**src/rtl/regfile_writer.sv**
```systemverilog
// regfile_writer: owns the register-file write port, merging ALU results (port A) with FIFO-buffered load/mul results (port B).
// Define REGFILE_WRITER_STARVE_EN to build the starvation guard that forces the FIFO head through after STARVE_MAX losses.
module regfile_writer #(
  parameter int DEPTH      = 4,
  parameter int STARVE_MAX = 3
) (
  input  logic        clk,
  input  logic        reset,
  input  logic        a_valid,
  output logic        a_ready,
  input  logic [4:0]  a_addr,
  input  logic [31:0] a_data,
  input  logic        b_valid,
  output logic        b_ready,
  input  logic [4:0]  b_addr,
  input  logic [31:0] b_data,
  output logic        we3,
  output logic [4:0]  wa3,
  output logic [31:0] wd3,
  output logic        busy,
  input  logic [4:0]  q_addr,
  output logic        q_pending
);

  localparam int AW = $clog2(DEPTH);

  logic [4:0]    fifo_addr [DEPTH];
  logic [31:0]   fifo_data [DEPTH];
  logic [AW:0]   wr_ptr;
  logic [AW:0]   rd_ptr;
  logic [AW:0]   count;
  logic [AW-1:0] wr_idx;
  logic [AW-1:0] rd_idx;
  logic          empty;
  logic          full;
  logic          push;
  logic          pop;
  logic          a_grant;
  logic          force_b;

  assign wr_idx  = wr_ptr[AW-1:0];
  assign rd_idx  = rd_ptr[AW-1:0];
  assign count   = wr_ptr - rd_ptr;
  assign empty   = (wr_ptr == rd_ptr);
  assign full    = (wr_ptr[AW] != rd_ptr[AW]) && (wr_idx == rd_idx);

  // Writes to x0 are swallowed at the input so they never occupy a slot.
  assign b_ready = !full && !reset;
  assign push    = b_valid && b_ready && (b_addr != 5'd0);

`ifdef REGFILE_WRITER_STARVE_EN
  localparam int SCW = $clog2(STARVE_MAX + 1);
  localparam logic [SCW-1:0] SC_MAX = SCW'(STARVE_MAX);

  logic [SCW-1:0] sc;

  always_ff @(posedge clk) begin
    if (reset || empty || pop) begin
      sc <= '0;
    end else if (a_grant && (sc < SC_MAX)) begin
      sc <= sc + SCW'(1);
    end
  end

  assign force_b = (sc == SC_MAX) && !empty;
`else
  assign force_b = 1'b0;
`endif

  // An A beat aimed at x0 is accepted but counts as idle, letting the FIFO head use the slot.
  assign a_ready = !force_b && !reset;
  assign a_grant = a_valid && a_ready && (a_addr != 5'd0);
  assign pop     = !a_grant && !empty;

  always_ff @(posedge clk) begin
    if (reset) begin
      wr_ptr <= '0;
      rd_ptr <= '0;
    end else begin
      if (push) begin
        fifo_addr[wr_idx] <= b_addr;
        fifo_data[wr_idx] <= b_data;
        wr_ptr            <= wr_ptr + 1'b1;
      end
      if (pop) begin
        rd_ptr <= rd_ptr + 1'b1;
      end
    end
  end

  always_ff @(posedge clk) begin
    if (reset) begin
      we3 <= 1'b0;
      wa3 <= '0;
      wd3 <= '0;
    end else if (a_grant) begin
      we3 <= 1'b1;
      wa3 <= a_addr;
      wd3 <= a_data;
    end else if (pop) begin
      we3 <= 1'b1;
      wa3 <= fifo_addr[rd_idx];
      wd3 <= fifo_data[rd_idx];
    end else begin
      we3 <= 1'b0;
    end
  end

  assign busy = !empty || we3;

  // Hazard query scans only live FIFO slots (head onward) plus the output register.
  always_comb begin
    q_pending = 1'b0;
    if (q_addr != 5'd0) begin
      if (we3 && (wa3 == q_addr)) begin
        q_pending = 1'b1;
      end
      for (int k = 0; k < DEPTH; k++) begin
        if (((AW+1)'(k) < count) && (fifo_addr[rd_idx + AW'(k)] == q_addr)) begin
          q_pending = 1'b1;
        end
      end
    end
  end

endmodule

```
**config.mk**
```make
export PLATFORM = sky130hd
export DESIGN_NAME = regfile_writer
export DESIGN_NICKNAME = d
export VERILOG_FILES = /design/src/rtl/regfile_writer.sv
export SDC_FILE = /design/constraint.sdc
export NUM_CORES = 1
export LEC_CHECK = 0
export ABC_AREA = 1
export BUFFER_PORTS_ARGS = -buffer_cell sky130_fd_sc_hd__buf_2
export CAP_MARGIN = 20
export CORE_MARGIN = 5
export CORE_UTILIZATION = 45
export CTS_CLUSTER_SIZE = 12
export DETAILED_ROUTE_END_ITERATION = 7
export PLACE_DENSITY = 0.76
export SYNTH_ARGS = -nofsm -noshare
export SYNTH_HDL_FRONTEND = slang
export SYNTH_SLANG_ARGS = --single-unit
export TNS_END_PERCENT = 30
```
**constraint.sdc**
```tcl
create_clock -name clk -period 8.64 [get_ports clk]
set_input_delay 0 -clock clk [delete_from_list [all_inputs] [get_ports clk]]
set_output_delay 0 -clock clk [all_outputs]
set_load 0.005 [all_outputs]
```
# ---- Yosys cells after proc, flatten, opt, wreduce, memory -nomap -nowiden
# Memories as Yosys holds them, arrays and structs flattened. A register that Yosys moved wholly into a read port is not among the register bits.
# Index checks and enable logic that the tools add are counted.
# W data, S select, Z words.
dict set report totals {
  romBits 0
  latchBits 0
  ff_bits 44
  mem_count 2
  output_inout_bits 42
  inputBits 83
  wordCells 65
  ram_bits 148
}
# memory depth width read_ports rd_clocked_by_memory_dff wr line_no
set memory_table {}
lappend memory_table {fifo_data 4 32 1 1 1 28} ;# logic [31:0] fifo_data [DEPTH];
lappend memory_table {fifo_addr 4 5 4 1 1 27} ;# logic [4:0] fifo_addr [DEPTH];
dict set report op_classes {
  reduce_logical 21
  n_eq_ne 8
  div 0
  magnitude_cmp 4
  bitwise 0
  mux 19
  mul 0
  n_shift 0
  addsub 6
}
# operator count
set op_table {}
lappend op_table {{$mux W32} 2}
lappend op_table {{$eq A5 B5 Y1} 5}
lappend op_table {{$reduce_bool A5 Y1} 3}
lappend op_table {{$logic_and A1 B1 Y1} 12}
lappend op_table {{$mux W1} 11}
lappend op_table {{$mux W5} 2}
lappend op_table {{$mux W2} 4}
lappend op_table {{$add A3 B1 Y3 const B} 2}
lappend op_table {{$lt A1 B3 Y1 const A} 2}
lappend op_table {{$lt A2 B3 Y1 const A} 2}
lappend op_table {{$add A2 B2 Y2 const B} 2}
lappend op_table {{$logic_not A1 Y1} 4}
lappend op_table {{$eq A3 B3 Y1} 1}
lappend op_table {{$sub A3 B3 Y3} 1}
lappend op_table {{$add A2 B1 Y2 const B} 1}
lappend op_table {{$eq A2 B2 Y1} 1}
lappend op_table {{$reduce_bool A2 Y1} 1}
lappend op_table {{$logic_or A1 B1 Y1} 1}
lappend op_table {{$ne A1 B1 Y1} 1}

# ---- Depth between registers and ports, before layout
# Gate-level depths: netlist of run 1.
dict set report depth {
  word_depth 9
  ltp_mapped 13
  mapped_depth_nobuf 12
}

# ---- Worst setup path before layout of run 1
# No wires, ideal clock.
dict set report synth_path {
  path_kind {reg2reg}
  startpoint {register rd_ptr[1]}
  endpoint {memory fifo_addr[0][0] (enable)}
  slack_ns 5.393
  n_path_buf 0
  arrival_time_ns 2.815
  setup_time_ns 0.431
  t_required_ns 8.209
  synth_period_minus_slack_ns 3.247
  path_stages_with_launch 6
  cell_sequence {dfxtp_1 > inv_1 > ha_1 > a31oi_4 > nand3_4 > nor2_1}
}
dict set report synth_between {
  elab_chain_cells 9
}
# element line_no
set synth_rtl {}
lappend synth_rtl {{start, declared} 30} ;# logic [AW:0] rd_ptr;
lappend synth_rtl {{start signal, assigned} 86} ;# rd_ptr <= rd_ptr + 1'b1;
lappend synth_rtl {{$eq A2 B2 Y1} 45} ;# assign full = (wr_ptr[AW] != rd_ptr[AW]) && (wr_idx == rd_idx);
lappend synth_rtl {{$logic_and A1 B1 Y1} 45}
lappend synth_rtl {{$logic_not A1 Y1} 48} ;# assign b_ready = !full && !reset;
lappend synth_rtl {{$logic_and A1 B1 Y1} 48}
lappend synth_rtl {{via b_ready} 14} ;# output logic b_ready,
lappend synth_rtl {{$logic_and A1 B1 Y1 (2 in series)} 49} ;# assign push = b_valid && b_ready && (b_addr != 5'd0);
lappend synth_rtl {{$mux W1} 80} ;# if (push) begin
lappend synth_rtl {{$mux W1} 76} ;# if (reset) begin
lappend synth_rtl {{$mux W1 (not written as such)} 81} ;# fifo_addr[wr_idx] <= b_addr;
lappend synth_rtl {{end, declared} 27}
# The timed path passes the listed nets, and every way through them passes these cells.

# ---- Final worst setup path of run 1
dict set report layout_path {
  startpoint {register rd_ptr[0]}
  endpoint {register wd3[13]}
}
dict set report layout_between {
  elab_chain_cells 4
}
# element line_no
set layout_rtl {}
lappend layout_rtl {{$eq A3 B3 Y1} 44} ;# assign empty = (wr_ptr == rd_ptr);
lappend layout_rtl {{$logic_not A1 Y1} 73} ;# assign pop = !a_grant && !empty;
lappend layout_rtl {{$logic_and A1 B1 Y1} 73}
lappend layout_rtl {{$reduce_bool A2 Y1 (no source line)} --}
lappend layout_rtl {{end signal, assigned} 99} ;# wd3 <= a_data;
lappend layout_rtl {{end signal, assigned} 103} ;# wd3 <= fifo_data[rd_idx];
lappend layout_rtl {{end, declared} 19} ;# output logic [31:0] wd3,
# No other way between the ends.
# A chain may end at the register's enable or synchronous reset.

==> metrics, run 1 <==
outcome completed; clock slew at reported path FFs 0.07 ns; all-layer global routing usage 19.8%; ANT cells 0; Crit. End Element flip-flop; slowest cell delay on critical path 0.78 ns; Worst Hold Depth 5; # setup viols final 0; Leak Pwr 4.34 nW; Peak Freq 0.318 GHz; CTS Sinks 194; largest net degree at the start of global routing 75; Top Ports 125; Post-synth ARST share 0%; routed length per placed instance 17.4 um; top-area cell type share of the netlist area 52.4%; vias per cell 5.41; Starting Density 45.5%; DRT Pass-1 Iters 6; final wirelength 21500 um; Net count, final 1084; Mean Syn Cell Area 10.5 sq um; Hold/Removal Path Class primary input to flip-flop; vias in the first global route 6422; via count 6707; placer congestion estimate 0.941; most frequent CP cell a21oi_1; CTS max path bufs 2; worst skew pair latency 0.44 ns; initial antenna violation count 0; Tightest Pin Transition 0.735 ns; leading area contributor after synthesis edfxtp_1; CP Cell Sequence ha_1 > nand4_1 > inv_2 > nand2_4 > clkinv_2 > a21oi_1 > a21oi_1 > nor2_1 > dlygate4sd3_1; reg2reg start rd_ptr[0]; synth cell count leaders edfxtp_1 (148), nand2_1 (126), nand3_1 (96); Core Footprint 18600 sq um; post-CTS setup buffers 0; crit path launch type flip-flop; Core Util, Final 57.3%; crit-path leading delay family buffers and inverters; Peak VDD IR 0.190 mV; RSZ-0062 raised after global routing false; crit path max-delay cell type dfxtp_1; Yosys reg bits 194; Fin. Hold Viols 0; number of buffers created by CTS 17; Slew Limit Fails 0; reg2reg setup slack 5.49 ns; Fin Hold WS 0.0151 ns; drt initial violations 841; dpl ws 5.71 ns; DP HPWL 13100 um; Period Utilization, post-route 36.4%; clk root buf clkbuf_16; ys flop type edfxtp_1; Die ar. 21700 sq um; Rows 50; Req. time, crit path 9.02 ns; Netlist cell types 35; HP Start a_addr[3]; CTS tree done; Port-buffer cells 124; setup TNS 0 ns; kind of critical path flip-flop to flip-flop; die height 147 um; Die Wd 147 um; syn_nets 899; synthesized netlist cell count 808; max_slew headroom 51.0%; DRC violations left 0; first-pass GRT wire length 34000 um; Data arrival, critical path 3.53 ns; GRT overflow 0; PD cells 281 nW/um^2; Layout Skew 0.0136 ns; Hold EP wa3[3]; Post-synth EDFFs 148; share of post-route cells with drive strength above 1 18.0%; crit-path max FO 35; Syn. warnings 0; Antenna Nets Post-Route 0; min cycle time layout 3.15 ns; Worst Reg2Reg Path Length in Cells 9; top area cells in the synthesized netlist edfxtp_1 (52%), dfxtp_1 (11%), nand3_1 (5.7%), nand2_1 (5.6%), o21ai_0 (4.8%); count leader, synth edfxtp_1; CTS HTree Levels 4; sequential share of the synthesized area 63.2%; area grow syn2layout 25.8%; final setup margin 5.49 ns; max-cap violation count 0; Synth Cell Area 8480 sq um; reg-to-reg critical path endpoint wd3[13]; Bufs and invs on worst path 3
-- cell families (layout without fill, tap and decap cells) --
logic type | Yosys count | count (layout) | synth area share [%]
adder cells (fa/ha/maj) | 8 | 8 | 1.27
flip-flops | 194 | 194 | 63.2
multiplexers | 30 | 30 | 3.54
AND/OR/NAND/NOR | 327 | 327 | 16.6
buffers and inverters | 83 | 281 | 4.68
XOR/XNOR | 2 | 2 | 0.207
AO/OA/AOI/OAI | 164 | 164 | 10.5
-- flip-flops by register name (all words and copies together), names as in the netlist, named ones only --
register   flops
wd3           32
we3            1
fifo_addr     20
wa3            5
wr_ptr         3
rd_ptr         3
fifo_data    128
-- worst reg2reg max path: stages (launching register included) --
cell           delay, ns
dfxtp_1             0.78
ha_1                0.42
nand4_1             0.17
inv_2               0.08
nand2_4             0.10
clkinv_2            0.50
a21oi_1             0.32
a21oi_1             0.06
nor2_1              0.11
dlygate4sd3_1       0.56
-- layout make-up --
cell class              count  area (sq um)
fillers                  1496          7970
flip-flops and latches    194          5370
multi-input cells         531          2740
repair buffers            209          1510
clock buffers              17           425
well taps                 234           293
clock inverters            15           185
inverters                  40           154
-- worst max path at each step --
stage,startpoint,to,cells past startpoint
floorplan,rd_ptr[1],fifo_addr[0][0],5
global placement,rd_ptr[0],fifo_data[2][1],4
detailed placement,rd_ptr[0],fifo_data[1][1],4
CTS,rd_ptr[0],wd3[13],9
global route,rd_ptr[0],wd3[13],9
finish,rd_ptr[0],wd3[13],9
-- layout by cell type, fill, tap and decap left out, types with 5 or more instances in the layout --
cell	count
inv_1	32
dlygate4sd3_1	76
o21ai_1	27
edfxtp_1	148
ha_1	7
o21ai_0	81
clkbuf_16	17
dfxtp_1	45
buf_2	124
o22ai_1	37
mux2i_1	30
nand3_1	96
nor2_1	87
buf_4	5
nand2_1	126
a21oi_1	17
-- routing by layer --
layer  GRT usage, %  vias to the layer above  wire length [um]  share of wire [%]
li1               -                     3231                 -                  -
met4           5.36                        0               323                1.5
met3           4.69                       29              1590                7.4
met5              0                        -                 0                  0
met1           25.9                     3167              8980                 42
met2           33.4                      280             10600                 49
-- metrics by stage --
stage	instance area (sq um)	total power, mW	std cells
2_1_floorplan	8480	1.87	808
3_3_place_gp	9220	2.12	1128
3_5_place_dp	9260	2.15	1130
4_1_cts	10600	2.99	1238
5_1_grt	10700	3.19	1240
6_report	10700	3.00	1240
-- report_power, final --
group / switching [mW] / internal [mW]
registers: 0.0740 / 1.11
clock network: 0.354 / 0.460
logic: 0.641 / 0.360
-- repair_timing --
action / 4_1_cts / 5_1_grt
hold buffers: 76 / 0
endpoints found under the setup margin: 0 / 0
hold endpoints to repair: 186 / 0
resized for setup: 0 / 0
(Power assumes the default switching activity.)
==> inputs of run 2 (changes only) <==
- PLACE_DENSITY: 0.76 -> 0.79
- clock period: 8.64 -> 2.5 ns (I/O delays scaled with it)
==> run 2 against run 1 <==
Against the previous run: die area unchanged; non-clock buffer count increased by 11; critical path type is now flip-flop to primary output; total power increased to 3.4 times the previous value; setup slack got worse by 5.4 ns; via count increased by 1.8%; global-route usage increased by 1.1 points.
==> metrics, run 2 (synthesis results as in run 1) <==
Die ar. 21700 sq um; Sw Ratio 35.8%; crit path max-delay cell type fa_2; Peak Freq 0.420 GHz; Hold EP wd3[10]; total power 10.3 mW; DRT Pass-1 Iters 5; CP Cell Sequence inv_2 > ha_1 > inv_1 > fa_2 > inv_1 > nand3_2 > nor2_2 > nor2_1 > nand3_1 > nand3_1 > nor2_1 > nor2_1 > buf_2; max reg flops 128; setup TNS 0 ns; Rows 50; number of buffers created by CTS 17; PD cells 961 nW/um^2; placed insts 1142; vias per cell 5.45; Period Utilization, post-route 95.3%; met1 Use GR 27.6%; commonest non-fill, non-tap cell in the layout edfxtp_1; CTS HTree Levels 4; CTS Sinks 194; placer congestion estimate 0.950; reg-to-reg critical path endpoint fifo_data[0][5]; # setup viols final 0; Crit. End Element primary output; Port-buffer cells 124; reg2reg start rd_ptr[1]; min cycle time layout 2.38 ns; share of post-route cells with drive strength above 1 19.8%; routed length per placed instance 18.4 um; DRC violations left 0; CTS max path bufs 2; Core Util, Final 57.6%; Psw 3.70 mW; Req. time, crit path 2.50 ns; M2 GR Usage 34.5%; HP Start a_valid; drt initial violations 894; GRT overflow 0; reg2reg setup slack 0.44 ns; Data arrival, critical path 2.38 ns; die height 147 um; Tightest Pin Transition 0.640 ns; Worst Hold Depth 6; area grow syn2layout 26.7%; Leak Pwr 4.37 nW; final wirelength 23000 um; kind of critical path flip-flop to primary output; Antenna Nets Post-Route 0; Largest Register fifo_data; Fin. Hold Viols 0; slowest cell delay on critical path 0.43 ns; vias in the first global route 6569; Clk pwr share 25.9%; Starting Density 45.5%; Net count, final 1095; worst skew pair latency 0.43 ns; most frequent CP cell nor2_1; Top Ports 125; Seq pwr share 39.4%; placed cell area 9370 sq um; Pint 6.63 mW; crit-path max FO 4; post-route cell area 10700 sq um; Die Wd 147 um; met3 GRT Util 4.04%; clk root buf clkbuf_16; Peak VDD IR 0.527 mV; outcome completed; via count 6825; global route hottest layer met2; Layout Skew 0.00661 ns; Worst Reg2Reg Path Length in Cells 6; Core Footprint 18600 sq um; largest net degree at the start of global routing 75; max_slew headroom 57.1%; crit path launch type flip-flop; most frequent cells in the layout edfxtp_1 (148), nand2_1 (126), buf_2 (124); initial antenna violation count 1; all-layer global routing usage 20.9%; crit-path leading delay family adder cells; Non-Filler Instances 1252; clock slew at reported path FFs 0.07 ns; CTS tree done; combinational share of power 34.6%; DP HPWL 14700 um; first-pass GRT wire length 35600 um; max-cap violation count 0; Hold/Removal Path Class primary input to flip-flop; fillers 1479; Top Registers fifo_data x128, wd3 x32, fifo_addr x20; Slew Limit Fails 0; Bufs and invs on worst path 4
run 2: through the flow:
step | worst slack, ns | hold WS [ns]
finish | 0.117 | 0.260
global route | -0.00597 | 0.293
CTS | 0.000968 | 0.241
detailed placement | 0.254 | 0.218
global placement | 0.340 | 0.215
floorplan | -0.142 | 0.0231
run 2: final cells by class:
type	instances	area [sq um]	area share [%]
clock buffers	17	425	3.96
diodes	1	2.50	0.0233
multi-input cells	531	2760	25.7
well taps	234	293	2.72
inverters	40	154	1.43
repair buffers	220	1590	14.8
clock inverters	15	159	1.48
flip-flops and latches	194	5370	50.0
run 2: routing by layer:
metal,vias up,share of wire [%],routed length [um]
met5,-,0,0
met4,0,2.6,597
met3,47,8.0,1840
met2,344,49,11200
met1,3179,41,9360
li1,3255,-,-
run 2: worst max path at each step:
stage,start,slack [ns],cells past startpoint,endpoint
after floorplan,rd_ptr[1],-0.14,5,fifo_addr[0][0]
after global placement,rd_ptr[1],0.34,6,fifo_data[0][3]
after detailed placement,rd_ptr[1],0.25,6,fifo_data[0][6]
after CTS,wr_ptr[0],0.001,13,q_pending
after global routing,wr_ptr[0],-0.006,13,q_pending
final,wr_ptr[0],0.12,13,q_pending
run 2: worst reg2reg max path, cell delays in order (launching register included):
cell and delay, ns:
dfxtp_2 0.40, inv_2 0.11, ha_1 0.34, a31oi_4 0.22, nand3_4 0.19, nor2_4 0.13
buf_4 0.32
run 2: power by group through the flow:
stage          Clock, mW  Sequential [mW]  Combinational, mW
2_1_floorplan          0             4.13               2.32
3_3_place_gp           0             4.12               3.34
3_5_place_dp           0             4.13               3.40
4_1_cts             2.71             4.06               3.51
5_1_grt             2.85             4.12               3.99
6_report            2.68             4.07               3.58
run 2: what timing repair did:
item,in CTS,in global routing
hold buffers,76,0
gates resized for setup,0,8
endpoints found under the hold margin,188,0
buffers inserted,0,1
endpoints found under the setup margin,0,1
